`config.mk`:
```
export PLATFORM = sky130hd
export DESIGN_NAME = alu_serial_sequencer_flat
export DESIGN_NICKNAME = d
export VERILOG_FILES = /design/src/rtl/alu_serial_sequencer_if.sv /design/src/rtl/alu_serial_sequencer.sv /design/src/flat_wrapper.sv
export SDC_FILE = /design/constraint.sdc
export NUM_CORES = 1
export LEC_CHECK = 0
export CORE_MARGIN = 2
export CORE_UTILIZATION = 45
export DETAILED_ROUTE_END_ITERATION = 10
export PLACE_DENSITY = 0.75
export RECOVER_POWER = 100
export SLEW_MARGIN = 5
export SYNTH_ARGS = -nofsm -noshare
export SYNTH_HDL_FRONTEND = slang
export SYNTH_SLANG_ARGS = --single-unit
```
`constraint.sdc`:
```
create_clock -name clk -period 1.85 [get_ports clk]
set_clock_uncertainty 0.1 [all_clocks]
set_input_delay 0.37 -clock clk [delete_from_list [all_inputs] [get_ports clk]]
set_output_delay 0.37 -clock clk [all_outputs]
set_load 0.02 [all_outputs]
```
`src/rtl/alu_serial_sequencer_if.sv`:
```
// Request/response bundle between an operation requester and alu_serial_sequencer.
// The sequencer uses the slave modport; the requester uses master.
interface alu_serial_sequencer_if #(
    parameter int WIDTH = 8
);
    logic             start;
    logic [WIDTH-1:0] a;
    logic [WIDTH-1:0] b;
    logic [3:0]       alu_op;
    logic             busy;
    logic             done;
    logic [WIDTH-1:0] result;
    logic             carry_out;
    logic             zero;
    logic             error;
    logic             overflow;

    modport master (
        output start, a, b, alu_op,
        input  busy, done, result, carry_out, zero, error, overflow
    );

    modport slave (
        input  start, a, b, alu_op,
        output busy, done, result, carry_out, zero, error, overflow
    );
endinterface

```
`src/rtl/alu_serial_sequencer.sv`:
```
// Bit-serial operand sequencer driving an external 1-bit ALU slice, LSB first.
// Define ALU_SEQ_OVERFLOW_EN to build the signed-overflow flag; otherwise overflow is tied to 0.
module alu_serial_sequencer #(
    parameter int WIDTH = 8
) (
    input  logic                  clk,
    input  logic                  rst_n,
    alu_serial_sequencer_if.slave req,
    output logic                  slice_a,
    output logic                  slice_b,
    output logic                  slice_cin,
    output logic [3:0]            slice_op,
    input  logic                  slice_result,
    input  logic                  slice_cout
);

    localparam int IW = (WIDTH > 2) ? $clog2(WIDTH) : 1;

    localparam logic [3:0] OP_AND = 4'b0000;
    localparam logic [3:0] OP_OR  = 4'b0001;
    localparam logic [3:0] OP_ADD = 4'b0010;
    localparam logic [3:0] OP_SUB = 4'b0110;
    localparam logic [3:0] OP_NOR = 4'b1100;

    typedef enum logic [1:0] {
        ST_IDLE  = 2'd0,
        ST_SHIFT = 2'd1,
        ST_DONE  = 2'd2
    } state_e;

    function automatic logic op_legal(input logic [3:0] op);
        case (op)
            OP_AND, OP_OR, OP_ADD, OP_SUB, OP_NOR: op_legal = 1'b1;
            default:                               op_legal = 1'b0;
        endcase
    endfunction

    function automatic logic op_arith(input logic [3:0] op);
        case (op)
            OP_ADD, OP_SUB: op_arith = 1'b1;
            default:        op_arith = 1'b0;
        endcase
    endfunction

    state_e           state_q;
    logic [IW-1:0]    idx_q;
    logic [WIDTH-1:0] a_sh_q;
    logic [WIDTH-1:0] b_sh_q;
    logic [WIDTH-1:0] res_sh_q;
    logic [3:0]       slice_op_q;
    logic             arith_q;
    logic             carry_q;
    logic             busy_q;
    logic             done_q;
    logic [WIDTH-1:0] result_q;
    logic             carry_out_q;
    logic             zero_q;
    logic             error_q;

    logic [WIDTH-1:0] res_d;
    logic             carry_d;
    logic             last_bit_d;
    logic             accept_legal_d;
    logic             accept_illegal_d;

    // Next result/carry values from the slice, and start acceptance decode
    always_comb begin
        res_d            = {slice_result, res_sh_q[WIDTH-1:1]};
        carry_d          = arith_q ? slice_cout : 1'b0;
        last_bit_d       = (idx_q == IW'(WIDTH - 1));
        accept_legal_d   = 1'b0;
        accept_illegal_d = 1'b0;
        if (state_q == ST_IDLE && req.start) begin
            accept_legal_d   = op_legal(req.alu_op);
            accept_illegal_d = !op_legal(req.alu_op);
        end else begin
            accept_legal_d   = 1'b0;
            accept_illegal_d = 1'b0;
        end
    end

    // Sequencer FSM: operand shift registers shift right so bit 0 always feeds the slice
    always_ff @(posedge clk or negedge rst_n) begin
        if (!rst_n) begin
            state_q     <= ST_IDLE;
            idx_q       <= '0;
            a_sh_q      <= '0;
            b_sh_q      <= '0;
            res_sh_q    <= '0;
            slice_op_q  <= 4'b0000;
            arith_q     <= 1'b0;
            carry_q     <= 1'b0;
            busy_q      <= 1'b0;
            done_q      <= 1'b0;
            result_q    <= '0;
            carry_out_q <= 1'b0;
            zero_q      <= 1'b0;
            error_q     <= 1'b0;
        end else begin
            case (state_q)
                ST_IDLE: begin
                    done_q <= 1'b0;
                    if (accept_legal_d) begin
                        state_q    <= ST_SHIFT;
                        busy_q     <= 1'b1;
                        idx_q      <= '0;
                        res_sh_q   <= '0;
                        a_sh_q     <= req.a;
                        // SUB runs as A + ~B + 1 on the adder slice
                        b_sh_q     <= (req.alu_op == OP_SUB) ? ~req.b : req.b;
                        slice_op_q <= (req.alu_op == OP_SUB) ? OP_ADD : req.alu_op;
                        arith_q    <= op_arith(req.alu_op);
                        carry_q    <= (req.alu_op == OP_SUB);
                    end else if (accept_illegal_d) begin
                        state_q     <= ST_DONE;
                        done_q      <= 1'b1;
                        result_q    <= '0;
                        carry_out_q <= 1'b0;
                        zero_q      <= 1'b1;
                        error_q     <= 1'b1;
                    end else begin
                        state_q <= ST_IDLE;
                    end
                end
                ST_SHIFT: begin
                    res_sh_q <= res_d;
                    a_sh_q   <= a_sh_q >> 1;
                    b_sh_q   <= b_sh_q >> 1;
                    idx_q    <= idx_q + IW'(1);
                    if (last_bit_d) begin
                        state_q     <= ST_DONE;
                        busy_q      <= 1'b0;
                        done_q      <= 1'b1;
                        result_q    <= res_d;
                        zero_q      <= (res_d == '0);
                        carry_out_q <= carry_d;
                        error_q     <= 1'b0;
                        a_sh_q      <= '0;
                        b_sh_q      <= '0;
                        slice_op_q  <= 4'b0000;
                        arith_q     <= 1'b0;
                        carry_q     <= 1'b0;
                    end else begin
                        carry_q <= carry_d;
                    end
                end
                ST_DONE: begin
                    done_q  <= 1'b0;
                    state_q <= ST_IDLE;
                end
                default: begin
                    state_q    <= ST_IDLE;
                    busy_q     <= 1'b0;
                    done_q     <= 1'b0;
                    a_sh_q     <= '0;
                    b_sh_q     <= '0;
                    slice_op_q <= 4'b0000;
                    arith_q    <= 1'b0;
                    carry_q    <= 1'b0;
                end
            endcase
        end
    end

`ifdef ALU_SEQ_OVERFLOW_EN
    logic overflow_q;

    // Carry into the MSB is the registered carry presented on the last bit
    always_ff @(posedge clk or negedge rst_n) begin
        if (!rst_n) begin
            overflow_q <= 1'b0;
        end else if (state_q == ST_SHIFT && last_bit_d) begin
            overflow_q <= arith_q & (carry_q ^ slice_cout);
        end else if (accept_illegal_d) begin
            overflow_q <= 1'b0;
        end else begin
            overflow_q <= overflow_q;
        end
    end

    assign req.overflow = overflow_q;
`else
    assign req.overflow = 1'b0;
`endif

    assign req.busy      = busy_q;
    assign req.done      = done_q;
    assign req.result    = result_q;
    assign req.carry_out = carry_out_q;
    assign req.zero      = zero_q;
    assign req.error     = error_q;

    assign slice_a   = a_sh_q[0];
    assign slice_b   = b_sh_q[0];
    assign slice_cin = carry_q;
    assign slice_op  = slice_op_q;

endmodule

```
`src/flat_wrapper.sv`:
```
// flat-port wrapper written by rule: the top's interface ports become plain ports
module alu_serial_sequencer_flat 
#(
    parameter int WIDTH = 8
)
  (clk, rst_n, slice_a, slice_b, slice_cin, slice_op, slice_result, slice_cout, req_start, req_a, req_b, req_alu_op, req_busy, req_done, req_result, req_carry_out, req_zero, req_error, req_overflow);
  alu_serial_sequencer_if #(.WIDTH(WIDTH)) req_i ();
  input  logic clk;
  input  logic rst_n;
  output logic slice_a;
  output logic slice_b;
  output logic slice_cin;
  output logic [3:0] slice_op;
  input  logic slice_result;
  input  logic slice_cout;
  input wire logic [$bits(req_i.start)-1:0] req_start;
  input wire logic [$bits(req_i.a)-1:0] req_a;
  input wire logic [$bits(req_i.b)-1:0] req_b;
  input wire logic [$bits(req_i.alu_op)-1:0] req_alu_op;
  output wire logic [$bits(req_i.busy)-1:0] req_busy;
  output wire logic [$bits(req_i.done)-1:0] req_done;
  output wire logic [$bits(req_i.result)-1:0] req_result;
  output wire logic [$bits(req_i.carry_out)-1:0] req_carry_out;
  output wire logic [$bits(req_i.zero)-1:0] req_zero;
  output wire logic [$bits(req_i.error)-1:0] req_error;
  output wire logic [$bits(req_i.overflow)-1:0] req_overflow;
  assign req_i.start = req_start;
  assign req_i.a = req_a;
  assign req_i.b = req_b;
  assign req_i.alu_op = req_alu_op;
  assign req_busy = req_i.busy;
  assign req_done = req_i.done;
  assign req_result = req_i.result;
  assign req_carry_out = req_i.carry_out;
  assign req_zero = req_i.zero;
  assign req_error = req_i.error;
  assign req_overflow = req_i.overflow;
  alu_serial_sequencer #(.WIDTH(WIDTH)) u_core (.clk(clk), .rst_n(rst_n), .req(req_i), .slice_a(slice_a), .slice_b(slice_b), .slice_cin(slice_cin), .slice_op(slice_op), .slice_result(slice_result), .slice_cout(slice_cout));
endmodule
```
### After elaboration in Yosys (flattened, before gate mapping)

Index checks and enable logic that the tools add are counted.

* flip-flop bits (word level): 48
* input port bits: 25
* output and inout bits: 21
* word-level logic and storage cells: 90

* $add $sub $neg: 1
* equal/unequal tests: 11
* multiplexer cells: 50
* bitwise logic cells: 2
* reduce and logical (&&, ||, !) cells: 12

Operator list (number)
* $mux 8: 7
* $pmux 8 s3: 2
* $pmux 8 s2: 2
* $mux 1: 20
* $mux 7: 2
* $mux 4: 3
* $pmux 4 s3: 1
* $pmux 1 s3: 3
* $logic_not 8->1: 1
* $not 8->8: 1
* $pmux 1 s2: 4
* $mux 2: 3
* $ne 2x1->1 const B: 3
* $pmux 3 s2: 1
* $reduce_or 5->1: 1
* $eq 4x1->1 const B: 1
* $eq 4x2->1 const B: 1
* $eq 4x3->1 const B: 1
* $eq 4x4->1 const B: 1
* $logic_not 4->1: 1
* $pmux 2 s2: 1
* $reduce_and 2->1: 2
* $reduce_and 4->1: 1
* $add 3x1->3 const B: 1
* other kinds (12): 12

### Longest topological paths before layout

* depth after elaboration: 9
* mapped depth: 6
* gate-level depth less buffers: 6

### Worst setup path before layout

Ideal clock, no wire load.

* path kind: reg2reg
* start: reg, netlist name u_core.req.done
* end: reg u_core.a_sh_q[0]
* setup time: 0.130 ns
* arrival: 1.542 ns
* data required time: 1.620 ns
* path slack: 0.078 ns
* stages on the path, launching flop included: 6
* cell sequence: dfrtp_1 or3b_4 a31oi_4 nor2_2 buf_2 o2bb2ai_1

RTL lines
* to (signal assigned): line alu_serial_sequencer.sv:108 `a_sh_q <= req.a;`
* to (signal assigned): line alu_serial_sequencer.sv:127 `a_sh_q <= a_sh_q >> 1;`
* to (decl): line alu_serial_sequencer.sv:47 `logic [WIDTH-1:0] a_sh_q;`

### Worst setup path after layout

* start: in req_alu_op[1]
* end: reg u_core.a_sh_q[4]

* word-level cells in the longest chain between the ends: 6

Ends and longest elaborated chain
* from (decl): line flat_wrapper.sv:19 `input wire logic [$bits(req_i.alu_op)-1:0] req_alu_op;`
* $eq 4x1->1, or another cell as far along: line alu_serial_sequencer.sv:32 `case (op)`
* $reduce_or 5->1 *: line alu_serial_sequencer.sv:32
* $mux 1 *: line alu_serial_sequencer.sv:32
* $mux 1 *: line alu_serial_sequencer.sv:73 `if (state_q == ST_IDLE && req.start) begin`
* $ne 2x1->1 (no line) *
* $reduce_and 2->1 (no line) *

Mark *: on every way between the ends. The rest lies on a longest branch, timed or not.
A chain may end at the register's enable or synchronous reset.

==> reports/metrics.cfg <==
[synthesis]
synth.cell_area_sq_um = 2180
synth_seq_cells = 46
syn_area_per_cell_sq_um = 11.3
syn-num-nets = 220
synth_compound_area_frac = 0.270
ys_async_sr_fraction = 1.00
synth_mux_area_frac = 0.0195
synthXorXnorAreaFrac = 0.0322
syn_inst = 193
synth_edf_count = 0
synthFlopType = dfrtp_1
synthAdderAreaFrac = 0.0115
yosys_warnings = 0
yosys.area_share.simple = 0.105
yosysSeqAreaShare = 0.529
synth.distinct_cells = 43
synth_top_family_by_area = compound AO/OA/AOI/OAI gates

[sta]
worst_slew_pin_slew_ps = 1110
hold_viol_final = 0
fmax_mhz = 552
slew_violations = 0
fin_crit_sh = 0.979
fin_tns_setup_ps = 0
post-route-min-period_ps = 1810
setup_viol = 0
relSlewSlack = 0.258
timing.hold.ws_ps = 255
layout_setup_ws_ps = 38.3

[routing]
vias = 1790
vias_per_cell = 5.72
drt-pass1-iter-count = 4
drtIter0Drc = 109
wl_per_cell_microns = 15.9
drc = 0
ant_nets = 0
routed_wl_microns = 4980

[power_and_ir_drop]
p_sw_frac = 0.374
power.leakage_nw = 1.30
ir_worst_vdd_v = 0.000753
seq_power_share = 0.408
p_int_mw = 2.56
power.switching_mw = 1.53
power.share.combinational = 0.437
clockPowerShare = 0.156
powerDensity_nw_per_um2 = 1390

[die]
start_util = 0.464
die_area_sq_um = 5410
rows = 25
ios = 46
core_area_sq_um = 4690
die-width_microns = 73.6
die_y_microns = 73.6

[cells_and_area]
area_growth_pct = 34.8
multi_input_area_sq_um = 981
layout-drive-gt1-share = 0.181
final_cell_mix = dfrtp_1, clkdlybuf4s50_1, buf_4
seq_area_sq_um = 1150
nets = 285
fill_cells = 412
final_common_cell = dfrtp_1
utilization = 0.626
design_area_sq_um = 2940
insertedDiodeCount = 0

[clock_network]
clk_pin_slew_worst_paths_ps = 90
cts_buffers = 5
root_buffer = clkbuf_8
cts_tree = built
worst_skew_pair.late_latency_ps = 300
cts_hold_buffers = 0
cts.sinks = 46
cts_max_path_buffers = 2
htree_levels = 2

[grt]
grt_pass1_wl_microns = 8050
grt_antenna_before_repair = 0
grt.overflow.total = 0
grt_pass1_vias = 1672
track_usage = 0.195
grt_max_degree = 47

[critical_path]
startpoint_type = input pin
path_class = in2reg
r2r-start = u_core.idx_q[0]$_DFFE_PN0P_
reg2reg_slack_ps = 180
r2r_cells = 7
r2r_end = u_core.req.result[3]$_DFFE_PN0P_
endpoint = u_core.a_sh_q[4]$_DFFE_PN0P_
setup.worst_path.end_class = flip-flop
startpoint = req_alu_op[1]
cp_data_arrival_time_ps = 1930
critPathRequiredTime_ps = 1970
crit_path_max_fanout = 11

[min_path]
hold_class = in2async

[run_status]
outcome = completed

[placed_design]
dp_hpwl_microns = 3480
post-place-ws_ps = -454
portBuffers = 44
placed_cell_area_sq_um = 2820
gp_congestion = 0.810

[flow_run]
maxCapViolCount = 0

==> what timing repair did <==
item / in CTS / in global routing
hold endpoints to repair: 0 / 0
gates cloned: 0 / 0
buffers inserted: 1 / 1
pin swaps: 2 / 4
setup endpoints to repair: 23 / 20
resized for setup: 5 / 5
==> worst min path at each step <==
stage                     slack (ps)                           start                              to
after floorplan                  -30                           rst_n    u_core.a_sh_q[0]$_DFFE_PN0P_
after global placement           370  u_core.slice_op[2]$_DFFE_PN0P_  u_core.slice_op[2]$_DFFE_PN0P_
after detailed placement         370  u_core.slice_op[2]$_DFFE_PN0P_  u_core.slice_op[2]$_DFFE_PN0P_
after CTS                         70                           rst_n    u_core.a_sh_q[5]$_DFFE_PN0P_
after global routing             340                           rst_n    u_core.a_sh_q[5]$_DFFE_PN0P_
final                            260                           rst_n    u_core.a_sh_q[5]$_DFFE_PN0P_
==> metrics by stage <==
step	instances	power (mW)
after floorplan	193	2.66
after global placement	303	3.37
after detailed placement	303	3.43
after CTS	312	4.07
after global routing	313	4.33
final	313	4.08
==> per-layer routing <==
metal,up-vias,global-route usage,wire length [microns]
li1,859,-,-
met1,885,0.271,2320
met2,40,0.303,2420
met3,6,0.0398,179
met4,0,0.0667,63
met5,-,0,0
==> state kept, by name (all words and copies together) (netlist names), 3 cells and up <==
name / flops
u_core.idx_q: 3
u_core.req.result: 8
u_core.res_sh_q: 7
u_core.b_sh_q: 8
u_core.a_sh_q: 8
u_core.slice_op: 4
==> power groups by stage <==
| stage | combinational, mW | clock, mW | sequential [mW] |
|---|---|---|---|
| after floorplan | 0.872 | 0 | 1.79 |
| after global placement | 1.72 | 0 | 1.65 |
| after detailed placement | 1.76 | 0 | 1.67 |
| after CTS | 1.78 | 0.641 | 1.65 |
| after global routing | 1.94 | 0.690 | 1.70 |
| final | 1.78 | 0.635 | 1.66 |
==> synth_stat cells, types with 2 or more instances <==
master | n | share of area
a21o_1 | 4 | 0.014
a21oi_1 | 5 | 0.011
a22o_1 | 9 | 0.036
a22oi_1 | 19 | 0.066
a32oi_1 | 2 | 0.0080
buf_2 | 3 | 0.0069
clkbuf_1 | 6 | 0.010
dfrtp_1 | 46 | 0.53
ha_1 | 2 | 0.011
inv_1 | 2 | 0.0034
mux2_2 | 2 | 0.010
mux2i_1 | 2 | 0.0092
nand2_1 | 13 | 0.022
nand2b_1 | 4 | 0.011
nor2_1 | 11 | 0.019
nor2b_1 | 2 | 0.0057
nor4_1 | 2 | 0.0057
o21ai_0 | 14 | 0.032
o2bb2ai_1 | 14 | 0.056
or3b_4 | 2 | 0.010
xor2_1 | 7 | 0.028
==> worst max-delay path: stages <==
cell	delay, ps
dlygate4sd2_1	250
or3_1	500
nand4_1	190
nand2_1	110
buf_4	170
buf_4	180
o2bb2ai_1	150
==> final cells by class <==
type,instances,share of cell area
Tap cell,54,0.0230
Multi-Input combinational cell,133,0.334
Clock buffer,6,0.0281
Sequential cell,46,0.392
Clock inverter,2,0.00426
Timing Repair Buffer,69,0.214
Inverter,3,0.00384
==> logic make-up (layout without fill, tap and decap cells) <==
kind of cell    count (synthesis)  after routing
flops                          46             46
xor+xnor                        8              8
simple gates                   42             42
fa+ha+maj                       2              2
other cells                     1              1
compound gates                 76             76
buf+inv                        14             80
mux                             4              4
No activity file was read; power rests on OpenSTA's default activity.
